==> config.mk <==
export PLATFORM = sky130hd
export DESIGN_NAME = regfile_write_arbiter
export DESIGN_NICKNAME = d
export VERILOG_FILES = /design/src/rtl/regfile_pkg.sv /design/src/rtl/rf_wr_scoreboard.sv /design/src/rtl/regfile_write_arbiter.sv
export SDC_FILE = /design/constraint.sdc
export NUM_CORES = 1
export LEC_CHECK = 0
export CORE_ASPECT_RATIO = 1.1
export CORE_UTILIZATION = 39
export CTS_CLUSTER_SIZE = 8
export DETAILED_ROUTE_END_ITERATION = 7
export MAX_ROUTING_LAYER = met4
export PLACE_DENSITY = 0.81
export SLEW_MARGIN = 5
export SYNTH_ARGS = -nofsm -noshare
export SYNTH_HDL_FRONTEND = slang
export SYNTH_SLANG_ARGS = --single-unit
==> constraint.sdc <==
create_clock -name clk -period 2 [get_ports clk]
set_input_delay 0.4 -clock clk [delete_from_list [all_inputs] [get_ports clk]]
set_output_delay 0.4 -clock clk [all_outputs]
set_load 0.1 [all_outputs]
==> src/rtl/regfile_pkg.sv <==
`default_nettype none
// ============================================================================
// Module      : regfile_pkg
// Description : Shared constants and types for the register-file write
//               arbiter: data/index widths, register count, B lock limit
//               and the arbiter state encoding.
// Revision    : 1.0 - initial release
// ============================================================================
package regfile_pkg;

  // Width of one architectural register value.
  localparam int DATA_W   = 32;
  // Register index width; NUM_REGS must equal 2**ADDR_W.
  localparam int ADDR_W   = 4;
  localparam int NUM_REGS = 16;
  // Maximum number of back-to-back beats requester B may hold the port.
  localparam int LOCK_MAX = 8;

  // Arbiter state.
  //   RR     : round-robin between A (ALU) and B (load unit)
  //   LOCK_B : B owns the write port until it releases or hits LOCK_MAX
  typedef enum logic [0:0] {
    RR     = 1'b0,
    LOCK_B = 1'b1
  } arb_state_t;

endpackage : regfile_pkg
`default_nettype wire

==> src/rtl/rf_wr_scoreboard.sv <==
`default_nettype none
// ============================================================================
// Module      : rf_wr_scoreboard
// Description : Pending-write scoreboard. One bit per register; a bit is set
//               when a producer is allocated for that register and cleared
//               when the write for it is accepted. Register 0 is hard-wired
//               and never pending.
// Ports       : clk, rst              - clock, synchronous active-high reset
//               set_valid, set_reg    - allocate a producer for set_reg
//               clr_valid, clr_reg    - write to clr_reg accepted this cycle
//               pending               - one bit per register, 1 = awaiting
// Revision    : 1.0 - initial release
// ============================================================================
module rf_wr_scoreboard #(
  parameter int ADDR_W   = regfile_pkg::ADDR_W,
  parameter int NUM_REGS = regfile_pkg::NUM_REGS
) (
  input  logic                clk,
  input  logic                rst,
  input  logic                set_valid,
  input  logic [ADDR_W-1:0]   set_reg,
  input  logic                clr_valid,
  input  logic [ADDR_W-1:0]   clr_reg,
  output logic [NUM_REGS-1:0] pending
);

  logic [NUM_REGS-1:0] r_pending;
  logic [NUM_REGS-1:0] w_set_mask;
  logic [NUM_REGS-1:0] w_clr_mask;
  logic [NUM_REGS-1:0] w_pending_nxt;

  // Decode set/clear requests into one-hot masks. Requests aimed at
  // register 0 decode to nothing, so bit 0 can never change.
  always_comb begin
    w_set_mask = '0;
    w_clr_mask = '0;
    if (set_valid && (set_reg != '0)) begin
      w_set_mask[set_reg] = 1'b1;
    end
    if (clr_valid && (clr_reg != '0)) begin
      w_clr_mask[clr_reg] = 1'b1;
    end
  end

  // Clear is applied first and set OR'd in afterwards, so a same-cycle
  // allocate of the register being written leaves it pending: the new
  // producer is still outstanding.
  always_comb begin
    w_pending_nxt    = (r_pending & ~w_clr_mask) | w_set_mask;
    w_pending_nxt[0] = 1'b0;
  end

  always_ff @(posedge clk) begin
    if (rst) begin
      r_pending <= '0;
    end else begin
      r_pending <= w_pending_nxt;
    end
  end

  assign pending = r_pending;

endmodule : rf_wr_scoreboard
`default_nettype wire

==> src/rtl/regfile_write_arbiter.sv <==
`default_nettype none
// ============================================================================
// Module      : regfile_write_arbiter
// Description : Arbitrates two writeback requesters (A = ALU, B = load unit)
//               onto a single register-file write port. Round-robin between
//               A and B, with an optional burst lock that lets B keep the
//               port for up to LOCK_MAX consecutive beats. Accepted writes
//               appear on the write port one cycle later. A pending-write
//               scoreboard tracks registers with outstanding producers.
// Ports       : clk, rst                 - clock, synchronous active-high rst
//               a_valid/a_ready          - requester A handshake
//               a_reg/a_data             - requester A destination and value
//               b_valid/b_ready          - requester B handshake
//               b_reg/b_data             - requester B destination and value
//               b_lock                   - B wants to keep the grant
//               alloc_valid/alloc_reg    - mark a register as pending
//               wr_en/wr_reg/wr_data     - register-file write port
//                                          (reg_write/write_reg/write_data)
//               wr_src                   - 0 = write from A, 1 = from B
//               pending                  - scoreboard, one bit per register
// Revision    : 1.0 - initial release
// ============================================================================
module regfile_write_arbiter #(
  parameter int DATA_W   = regfile_pkg::DATA_W,
  parameter int ADDR_W   = regfile_pkg::ADDR_W,
  parameter int NUM_REGS = regfile_pkg::NUM_REGS,
  parameter int LOCK_MAX = regfile_pkg::LOCK_MAX
) (
  input  logic                clk,
  input  logic                rst,
  // Requester A (ALU writeback)
  input  logic                a_valid,
  output logic                a_ready,
  input  logic [ADDR_W-1:0]   a_reg,
  input  logic [DATA_W-1:0]   a_data,
  // Requester B (load unit)
  input  logic                b_valid,
  output logic                b_ready,
  input  logic [ADDR_W-1:0]   b_reg,
  input  logic [DATA_W-1:0]   b_data,
  input  logic                b_lock,
  // Producer allocation
  input  logic                alloc_valid,
  input  logic [ADDR_W-1:0]   alloc_reg,
  // Register-file write port
  output logic                wr_en,
  output logic [ADDR_W-1:0]   wr_reg,
  output logic [DATA_W-1:0]   wr_data,
  output logic                wr_src,
  // Scoreboard
  output logic [NUM_REGS-1:0] pending
);

  import regfile_pkg::*;

  // Lock counter must be able to hold LOCK_MAX itself.
  localparam int c_cnt_w = $clog2(LOCK_MAX + 1);
  localparam logic [c_cnt_w-1:0] c_cnt_one  = c_cnt_w'(1);
  // Counter value that, on one more B transfer, reaches LOCK_MAX.
  localparam logic [c_cnt_w-1:0] c_cnt_last = c_cnt_w'(LOCK_MAX - 1);
  // With LOCK_MAX of 1 (or less) a lock could never extend past the first
  // beat, so the lock state is never entered.
  localparam bit c_lock_enabled = (LOCK_MAX > 1);

  // Pointer encoding: 0 = A has priority on a tie, 1 = B has priority.
  localparam logic c_ptr_a = 1'b0;
  localparam logic c_ptr_b = 1'b1;

  // --------------------------------------------------------------------------
  // Arbiter state
  // --------------------------------------------------------------------------
  arb_state_t          r_state;
  arb_state_t          w_state_nxt;
  logic                r_ptr;
  logic                w_ptr_nxt;
  logic [c_cnt_w-1:0]  r_lock_cnt;
  logic [c_cnt_w-1:0]  w_lock_cnt_nxt;

  logic                w_a_xfer;
  logic                w_b_xfer;

  // Output register
  logic                r_wr_en;
  logic [ADDR_W-1:0]   r_wr_reg;
  logic [DATA_W-1:0]   r_wr_data;
  logic                r_wr_src;

  // Scoreboard clear request
  logic                w_clr_valid;
  logic [ADDR_W-1:0]   w_clr_reg;

  always_ff @(posedge clk) begin
    if (rst) begin
      r_state    <= RR;
      r_ptr      <= c_ptr_a;
      r_lock_cnt <= '0;
    end else begin
      r_state    <= w_state_nxt;
      r_ptr      <= w_ptr_nxt;
      r_lock_cnt <= w_lock_cnt_nxt;
    end
  end

  // Ready generation and next-state logic. Ready depends only on the
  // requesters' valids, the current state and the pointer, so at most one
  // of a_ready/b_ready can be high in any cycle.
  always_comb begin
    a_ready        = 1'b0;
    b_ready        = 1'b0;
    w_state_nxt    = r_state;
    w_ptr_nxt      = r_ptr;
    w_lock_cnt_nxt = r_lock_cnt;

    if (!rst) begin
      case (r_state)
        RR: begin
          a_ready = a_valid && (!b_valid || (r_ptr == c_ptr_a));
          b_ready = b_valid && (!a_valid || (r_ptr == c_ptr_b));
        end
        LOCK_B: begin
          b_ready = b_valid;
        end
        default: begin
          a_ready = 1'b0;
          b_ready = 1'b0;
        end
      endcase
    end

    w_a_xfer = a_valid && a_ready;
    w_b_xfer = b_valid && b_ready;

    case (r_state)
      RR: begin
        // The pointer always moves to the requester that did not win,
        // even when the winner was the only one asking.
        if (w_a_xfer) begin
          w_ptr_nxt = c_ptr_b;
        end else if (w_b_xfer) begin
          w_ptr_nxt = c_ptr_a;
          if (b_lock && c_lock_enabled) begin
            w_state_nxt    = LOCK_B;
            w_lock_cnt_nxt = c_cnt_one;
          end
        end
      end
      LOCK_B: begin
        // Exit on release, on an idle-and-unlocked cycle, or once this
        // transfer brings the beat count to LOCK_MAX. A always gets the
        // next tie after a lock ends.
        if (w_b_xfer) begin
          if (!b_lock || (r_lock_cnt == c_cnt_last)) begin
            w_state_nxt    = RR;
            w_ptr_nxt      = c_ptr_a;
            w_lock_cnt_nxt = '0;
          end else begin
            w_lock_cnt_nxt = r_lock_cnt + c_cnt_one;
          end
        end else if (!b_valid && !b_lock) begin
          w_state_nxt    = RR;
          w_ptr_nxt      = c_ptr_a;
          w_lock_cnt_nxt = '0;
        end
      end
      default: begin
        w_state_nxt    = RR;
        w_ptr_nxt      = c_ptr_a;
        w_lock_cnt_nxt = '0;
      end
    endcase
  end

  // --------------------------------------------------------------------------
  // Write port register. wr_en pulses for one cycle per accepted write;
  // the address/data/source fields only update on a real write so the
  // port is quiet otherwise. Writes to register 0 are accepted but dropped.
  // --------------------------------------------------------------------------
  always_ff @(posedge clk) begin
    if (rst) begin
      r_wr_en   <= 1'b0;
      r_wr_reg  <= '0;
      r_wr_data <= '0;
      r_wr_src  <= 1'b0;
    end else begin
      r_wr_en <= 1'b0;
      if (w_a_xfer && (a_reg != '0)) begin
        r_wr_en   <= 1'b1;
        r_wr_reg  <= a_reg;
        r_wr_data <= a_data;
        r_wr_src  <= 1'b0;
      end else if (w_b_xfer && (b_reg != '0)) begin
        r_wr_en   <= 1'b1;
        r_wr_reg  <= b_reg;
        r_wr_data <= b_data;
        r_wr_src  <= 1'b1;
      end
    end
  end

  assign wr_en   = r_wr_en;
  assign wr_reg  = r_wr_reg;
  assign wr_data = r_wr_data;
  assign wr_src  = r_wr_src;

  // --------------------------------------------------------------------------
  // Scoreboard. The clear uses the same transfer that loads the write
  // register, so the pending bit drops on the edge the write appears.
  // --------------------------------------------------------------------------
  assign w_clr_valid = w_a_xfer || w_b_xfer;
  assign w_clr_reg   = w_b_xfer ? b_reg : a_reg;

  rf_wr_scoreboard #(
    .ADDR_W   (ADDR_W),
    .NUM_REGS (NUM_REGS)
  ) u_scoreboard (
    .clk       (clk),
    .rst       (rst),
    .set_valid (alloc_valid),
    .set_reg   (alloc_reg),
    .clr_valid (w_clr_valid),
    .clr_reg   (w_clr_reg),
    .pending   (pending)
  );

endmodule : regfile_write_arbiter
`default_nettype wire

==> results of run 1 <==
worst max-delay path: stages:
cell	delay (ns)
clkdlybuf4s50_1	0.43
or4_1	0.58
nand4_2	0.19
buf_12	0.22
nor2_1	0.07
a311oi_1	0.25
layout by cell type, fill, tap and decap left out, types with 2 or more instances in the layout:
cell type and instances:
clkinvlp_4 3, a222oi_1 3, clkinv_2 5, buf_12 6
a21oi_1 18, o211ai_1 4, clkbuf_8 9, nor2b_1 8
nand2b_1 5, a211oi_1 4, o31ai_1 2, nor2_1 38
a32o_1 3, o221ai_1 2, buf_4 98, nand3_2 2
o21ai_0 9, nor3_1 12, nand4_1 2, or4_1 4
and2b_1 2, a31oi_1 3, nand2_1 83, clkdlybuf4s50_1 78
a311oi_1 35, dfxtp_1 58, nand3_1 6, nand4b_1 4
a22oi_1 2, inv_1 3, a22o_1 3, dlygate4sd2_1 2
and3b_1 3
cells by family after synthesis:
| family | Yosys count | share of synthesized area (%) |
|---|---|---|
| compound gates | 93 | 23.45 |
| flops | 59 | 39.60 |
| buf+inv | 35 | 7.131 |
| simple gates | 182 | 29.28 |
| fa+ha+maj | 1 | 0.4194 |
| other cells | 1 | 0.1257 |
repair_timing:
item                                    in CTS  in global routing
hold buffers                                 0                  0
endpoints found under the setup margin       2                  4
resized for setup                            3                  1
buffers inserted                             1                  0
where the power goes:
part | switching [µW] | leakage [µW] | internal [µW]
clock | 472 | 0.0000856 | 438
sequential | 49.5 | 0.000484 | 1260
combinational | 890 | 0.00132 | 423
routing by layer:
| metal | global-route usage, % | vias to the layer above |
|---|---|---|
| met5 | - | - |
| met4 | 11.67 | 0 |
| met3 | 5.888 | 29 |
| met2 | 40.05 | 179 |
| met1 | 29.66 | 1593 |
| li1 | - | 1691 |
cells in the mapped netlist (all sizes together) (3+ instances only):
cell    count  area [µm²]
nand4b      4       35.03
or3b        3       26.28
a311oi     35       306.5
nand2      84       315.3
a31oi       3       18.77
nand4       3       25.02
nor2b       8       50.05
a211oi      4       30.03
nor3       12       60.06
a222oi      3       30.03
o21ai       9       45.04
o211ai      4       30.03
nor2       38       142.6
a22oi       3       27.52
a32o        3       30.03
nand3       8       45.04
a22o        3       26.28
dfxtp      59        1181
clkbuf     11       41.29
inv         5       18.77
and3b       3       26.28
a21oi      18       90.09
nand2b      5       31.28
or4         5       41.29
buf        19       152.7
per-stage QoR:
step | power [µW] | cell area [µm²]
2_1_floorplan | 2196 | 3007
3_3_place_gp | 2622 | 4569
3_5_place_dp | 2639 | 4569
4_1_cts | 3551 | 4740
5_1_grt | 3673 | 4741
6_report | 3531 | 4741
worst max-delay path by stage:
| stage | start | endpoint | depth (start not counted) |
|---|---|---|---|
| finish | a_reg[0] | wr_data[4] | 6 |
| global route | a_reg[0] | wr_data[4] | 6 |
| CTS | r_state | a_ready | 4 |
| detailed placement | a_reg[0] | wr_data[4] | 6 |
| global placement | b_valid | u_scoreboard.pending[10] | 5 |
| floorplan | a_valid | u_scoreboard.pending[4] | 6 |
cell type report:
| cell class | instances | share of cell area (%) |
|---|---|---|
| clock buffer | 10 | 2.692 |
| clock inverter | 6 | 0.6862 |
| tap | 87 | 2.296 |
| sequential | 59 | 24.94 |
| inverter | 5 | 0.5542 |
| multi-input combinational | 277 | 33.83 |
| timing repair buffer | 185 | 35.00 |
==> impl_results.md, run 1 <==
* Status: completed
* Hold wc startpoint: rst
* CP startpoint kind: primary input
* Max FFs per register at 32
* Worst R2R End: u_scoreboard.pending[12]
* Max layer used: met4
* Area Growth Syn to Fin at 58.93%
* Avg Cell Area, Syn at slightly above 8 µm²
* Worst-path fanout max at 40
* Worst r2r src: r_ptr
* Metal3 WL at between 900 and 1000 µm
* Post-synthesis sequential area ratio at between 30% and 40%
* Root Buffer: clkbuf_8
* Cell count of the worst reg-to-reg path at 6
* Post-synth ARST share at 0%
* First-pass GRT wire length at ~15000 µm
* Clk slew on worst S/H paths at ~0.070 ns
* Fin cells at between 600 and 700
* Clock tree buffer depth at 2
* Post-DP HPWL at between 7000 and 8000 µm
* Core Area at 7432 µm²
* Clock latency on the worst-skew pair at roughly 0.34 ns
* Warnings from Yosys at 0
* H-tree depth at 3
* Reg2Reg Setup Slack at between 0.2 and 0.25 ns
* # DRC at 0
* Final worst setup slack at between 0.07 and 0.08 ns
* Slew Limit Fails at 0
* Avg WL per Cell at 15.56 µm
* PwrDens at between 700 and 800 nW/µm²
* EDFF count, synth at 0
* Largest net degree at the start of global routing at 41
* Min-Delay Path Depth at 2
* Tightest Pin Transition at a little under 0.6 ns
* Dpl ws at -0.2457 ns
* Post-Route WL at approximately 10000 µm
* DP Cell Count at between 600 and 700
* WS Path Type: in2reg
* RSZ-0062 raised after global routing: true
* Detailed Routing Iterations Pass 1 at 4
* Crit end category: flop
* Multi-input gate area at roughly 1600 µm²
* Syn Nets at between 400 and 500
* Cells after Synth at about 370
* Final TNS setup at 0 ns
* I/O Buffers at 136
* Via count at between 3000 and 4000
* Fmax achieved at just over 500 MHz
* Nets at 620
* Sink of the worst hold path: r_lock_cnt[0]
* Initial Util at 40.13%
* CP required at between 2 and 2.5 ns
* Die area at ~8000 µm²
* Fraction of layout cells with a size suffix above 1 at between 20 and 25%
* Register Area at 1182 µm²
* Register bit count reported by yosys at 59
* Num CTS Buffers at 9
* Initial antenna violation count at 0
* Final worst-path cycle share at a little over nine tenths
* Grt ovf at 0
* CP Data Arrival Time at 2.16 ns
* Vias in the first global route at roughly 3300
* Metal2 WL at approximately 4600 µm
* Fill cell count at about 620
* Peak supply drop at 301.9 µV
* Final ANT Viol Nets at 0
* Final core occ at 63.79%
* Top Ports at roughly 140
* Max_cap viols at 0
* Tmin final at a little under 2 ns
* Final setup fails at 0
* GP Congestion at approximately 0.91
* Slew margin rel. at between 50% and 60%
* Detailed Route Iter0 Violations at between 150 and 200
* LEAKAGE at roughly 0.0019 µW
* Setup Skew at approximately 0.0058 ns
* Chip height at between 90 and 100 µm
* Synthesized area at roughly 3000 µm²
* Library cells used by synthesis at 48
* Standard-cell row count at 33
* Final hold viol count at 0
* HP Class: in2reg
* WHS at between 0.3 and 0.4 ns
* CTS tree: built
* Clk sinks at between 50 and 60
* ANT cells at 0
* Die Wd at 85.39 µm
* Metal-1 WL at around 4000 µm
* Routed vias/inst at approximately 5.6
* Main synth FF type: dfxtp_1
* Tot GR Track Use at about a quarter
Note: power is estimated with default switching activity, not from simulation.
==> run 2, diff against run 1 <==
- CORE_UTILIZATION: 39 -> 33
- HOLD_SLACK_MARGIN: unset -> 0.03
- PLACE_DENSITY: 0.81 -> 0.71
==> impl_results.md, run 2 (synthesis results as in run 1) <==
* Status: completed
* Worst r2r src: r_state
* Nets at 613
* Crit end category: primary output
* Fin cells at between 600 and 700
* Die Wd at around 93 µm
* Final worst-path cycle share at approximately 96%
* Chip height at about 100 µm
* Fraction of layout cells with a size suffix above 1 at 23.55%
* Fill cell count at about 840
* First-pass GRT wire length at 14880 µm
* WS Path Type: reg2out
* Standard-cell row count at 36
* Cell count of the worst reg-to-reg path at 5
* Post-Route WL at 9768 µm
* Initial Util at about a third
* ANT cells at 0
* Largest net degree at the start of global routing at between 50 and 60
* CTS tree: built
* Post-DP HPWL at between 7000 and 8000 µm
* Core Area at 8828 µm²
* Initial antenna violation count at 0
* Final worst setup slack at between 0.08 and 0.09 ns
* Tmin final at about 1.9 ns
* Num CTS Buffers at 9
* Avg WL per Cell at around 15 µm
* CP required at around 1.6 ns
* Tot GR Track Use at between 20 and 25%
* Detailed Route Iter0 Violations at around 120
* DP Cell Count at 630
* Die area at about 9400 µm²
* Slew margin rel. at between 60% and 70%
* Peak supply drop at between 300 and 400 µV
* HP Class: in2reg
* Final setup fails at 0
* Setup Skew at between 0.008 and 0.009 ns
* Worst-path fanout max at 11
* Area Growth Syn to Fin at 60.95%
* Hold-fix buffers at CTS at 0
* Fmax achieved at between 500 and 600 MHz
* Clk sinks at slightly below 60
* Worst R2R End: u_scoreboard.pending[5]
* Tightest Pin Transition at 0.5419 ns
* CP Data Arrival Time at roughly 1.5 ns
* Via count at 3375
* LEAKAGE at 0.001890 µW
* Commonest non-fill, non-tap cells in the layout: buf_4 (90), nand2_1 (83), clkdlybuf4s50_1 (78)
* Final ANT Viol Nets at 0
* Critical Path Source: r_state
* Final hold viol count at 0
* Reg2Reg Setup Slack at ~0.19 ns
* Slew Limit Fails at 0
* Clock latency on the worst-skew pair at 0.33 ns
* Root Buffer: clkbuf_8
* Final instance area at about 4800 µm²
* Max FFs per register at 32
* Placed cell area at 4536 µm²
* Dpl ws at -0.2779 ns
* Routed vias/inst at around 5.2
* GP Congestion at approximately 0.86
* Final TNS setup at 0 ns
* # DRC at 0
* Top Ports at ~140
* I/O Buffers at ~140
* Grt ovf at 0
* PwrDens at between 700 and 800 nW/µm²
* Max_cap viols at 0
* Clock tree buffer depth at 2
* H-tree depth at 3
* RSZ-0062 raised after global routing: false
* Detailed Routing Iterations Pass 1 at 6
* CP startpoint kind: flop
* Critical Path Sink: b_ready
* Vias in the first global route at between 3000 and 4000
* Most common cell after layout, fill and taps aside: buf_4
* Clk slew on worst S/H paths at 0.06 ns
## run 2: cell type report
type                            count  area, µm²  area share, %
Clock buffer                       11      131.4          2.737
Multi-Input combinational cell    277       1617          33.67
Timing Repair Buffer              178       1624          33.83
Sequential cell                    59       1182          24.63
Tap cell                          114      142.6          2.971
Clock inverter                      5      77.57          1.616
Inverter                            5      26.28         0.5473
## run 2: layer usage
metal | GRT usage [%] | wire (µm) | up-vias
li1 | - | - | 1678
met1 | 24.89 | 4350 | 1558
met2 | 34.19 | 4718 | 131
met3 | 5.105 | 628 | 8
met4 | 6.036 | 70 | 0
met5 | - | 0 | -
## run 2: repair_timing
item                                    in CTS  in global routing
setup buffers                                2                  0
cloned                                       0                  1
endpoints found under the setup margin       2                 11
resized for setup                            4                  2
## run 2: critical path, stage by stage, from the launching register on
cell and delay [ns]:
dfxtp_2 0.38, or3b_4 0.42, nand2_4 0.10, clkinvlp_4 0.12, buf_12 0.18
## run 2: power by group
part	leakage (µW)	internal, µW	switching (µW)	total [µW]
Combinational	0.00130	416	889	1310
Clock	0.000103	698	463	1160
Sequential	0.000484	1260	48.6	1310
Total	0.00189	2370	1400	3770
## run 2: worst min path at each step
stage                        from            end  slack (ns)  cells past startpoint
floorplan           r_lock_cnt[3]  r_lock_cnt[3]        0.43                      1
global placement    r_lock_cnt[3]  r_lock_cnt[3]        0.45                      1
detailed placement      wr_reg[1]      wr_reg[1]        0.46                      2
CTS                           rst          r_ptr        0.38                      2
global route                  rst      wr_reg[2]        0.40                      2
finish                        rst          r_ptr        0.40                      2
## run 2: through the flow
step | utilization (%) | total power (µW) | hold slack (ns)
finish | 54.38 | 3774 | 0.3999
global route | 54.38 | 3941 | 0.3994
CTS | 53.95 | 3795 | 0.3767
detailed placement | 51.37 | 2619 | 0.4628
global placement | 51.37 | 2611 | 0.4464
floorplan | - | 2196 | 0.4335
==> run 3, diff against run 2 <==
- GPL_TIMING_DRIVEN: unset -> 0
==> impl_results.md, run 3 (synthesis results as in run 1) <==
* Fin cells at about 640
* CP startpoint kind: flop
* HP Class: in2reg
* Final instance area at 4803 µm²
* LEAKAGE at slightly below 0.002 µW
* Detailed Routing Iterations Pass 1 at 6
* Most common cell after layout, fill and taps aside: nand2_1
* CP required at between 1.5 and 2 ns
* Clock tree buffer depth at 2
* Clk slew on worst S/H paths at 0.07 ns
* Post-Route WL at 10420 µm
* CP Data Arrival Time at around 1.6 ns
* Die Wd at 92.65 µm
* Register Area at approximately 1200 µm²
* Peak supply drop at 300.1 µV
* Final hold viol count at 0
* Fmax achieved at ~510 MHz
* Power Total at 3738 µW
* DP Cell Count at 621
* RSZ-0062 raised after global routing: false
* Chip height at a little over 100 µm
* Final setup fails at 0
* GRT busiest layer: met2
* Initial Util at about 34%
* Core Area at around 8800 µm²
* Max_cap viols at 0
* CTS tree: built
* Slew Limit Fails at 0
* Max FFs per register at 32
* WS Path Type: reg2out
* Hold-fix buffers at CTS at 0
* Tmin final at around 2.0 ns
* Initial antenna violation count at 0
* Setup Skew at approximately 0.0071 ns
* Final ANT Viol Nets at 0
* Vias in the first global route at around 3200
* CP peak stage delay at 0.87 ns
* PwrDens at around 780 nW/µm²
* Detailed Route Iter0 Violations at between 150 and 200
* Root Buffer: clkbuf_8
* Final core occ at 54.41%
* Num CTS Buffers at 9
* Avg WL per Cell at about 16 µm
* Slew margin rel. at between 30% and 40%
* Worst-path fanout max at 3
* H-tree depth at 3
* Standard-cell row count at 36
* Met2 Use GR at between 30% and 40%
* Fill cell count at approximately 860
* Tot GR Track Use at 22.57%
* WP buf/inv at 1
* GR Layer Usage met3 at between 4 and 5%
* Final worst-path cycle share at 98.05%
* Reg2Reg Setup Slack at roughly 0.21 ns
* Commonest non-fill, non-tap cells in the layout: nand2_1 (83), clkdlybuf4s50_1 (71), dfxtp_1 (57)
* I/O Buffers at 136
* Die area at roughly 9400 µm²
* Top Ports at ~140
* Routed vias/inst at 5.305
* Area Growth Syn to Fin at 61.03%
* Via count at around 3400
* # DRC at 0
* Crit end category: primary output
* GR Util met1 at 27.49%
* Grt ovf at 0
* Placed cell area at around 4500 µm²
* WHS at between 0.4 and 0.5 ns
* Largest net degree at the start of global routing at 12
* Nets at ~610
* Fraction of layout cells with a size suffix above 1 at around an eighth
* First-pass GRT wire length at approximately 16000 µm
* ANT cells at 0
* Top delay family on crit path: buffers and inverters
* Crit-path cells: dlygate4sd2_1
* Status: completed
* Tightest Pin Transition at between 1 and 1.5 ns
* CP max-delay cell: dlygate4sd2_1
* GP Congestion at 0.8734
* Clk sinks at approximately 60
* Clock latency on the worst-skew pair at roughly 0.33 ns
* Multi-input gate area at approximately 1600 µm²
* Post-DP HPWL at between 7000 and 8000 µm
## run 3: power by group
| group | leakage, µW | switching [µW] | total (µW) | internal [µW] |
|---|---|---|---|---|
| Combinational | 0.00138 | 901 | 1270 | 370 |
| Sequential | 0.000485 | 43.7 | 1300 | 1260 |
| Clock | 0.000108 | 491 | 1160 | 674 |
| Total | 0.00197 | 1440 | 3740 | 2300 |
## run 3: final cells by class
type                       count  area share, %
multi-input combinational    277          34.05
timing repair buffer         143          28.55
sequential                    59          24.69
buffer                        29          4.767
clock buffer                  12          3.438
tap                          114          2.970
clock inverter                 4         0.9898
inverter                       5         0.5470
## run 3: repair_timing
item / CTS / global route
resized for setup: 97 / 13
endpoints found under the hold margin: 0 / 0
endpoints found under the setup margin: 89 / 34
pin swaps: 1 / 1
setup buffers: 2 / 5
## run 3: final timing paths
check,start,depth (start not counted),to
worst max-delay path,u_scoreboard.pending[4],1,pending[4]
worst min-delay path,a_reg[0],3,wr_reg[0]
worst max register to register,r_ptr,5,u_scoreboard.pending[8]
worst min register to register,r_lock_cnt[3],1,r_lock_cnt[3]
## run 3: routing by layer
metal  routed length [µm]  up-vias  share of wire, %
met4                  160        0               1.5
met1                 4760     1593                46
met5                    0        -                 0
met3                  586       13               5.6
li1                     -     1667                 -
met2                 4911      138                47
## run 3: through the flow
stage	setup TNS (ns)	worst slack, ns
after global placement	-24.18	-1.450
final	0	0.03892
after CTS	0	0.009038
after floorplan	-0.05774	-0.05774
after detailed placement	-25.33	-1.491
after global routing	0	0.001915
## run 3: worst reg2reg max path, cell delays in order, from the launching register on
cell	delay, ns
dfxtp_4	0.36
or3b_4	0.44
buf_4	0.18
nand4b_1	0.17
or3b_2	0.46
o211ai_1	0.11
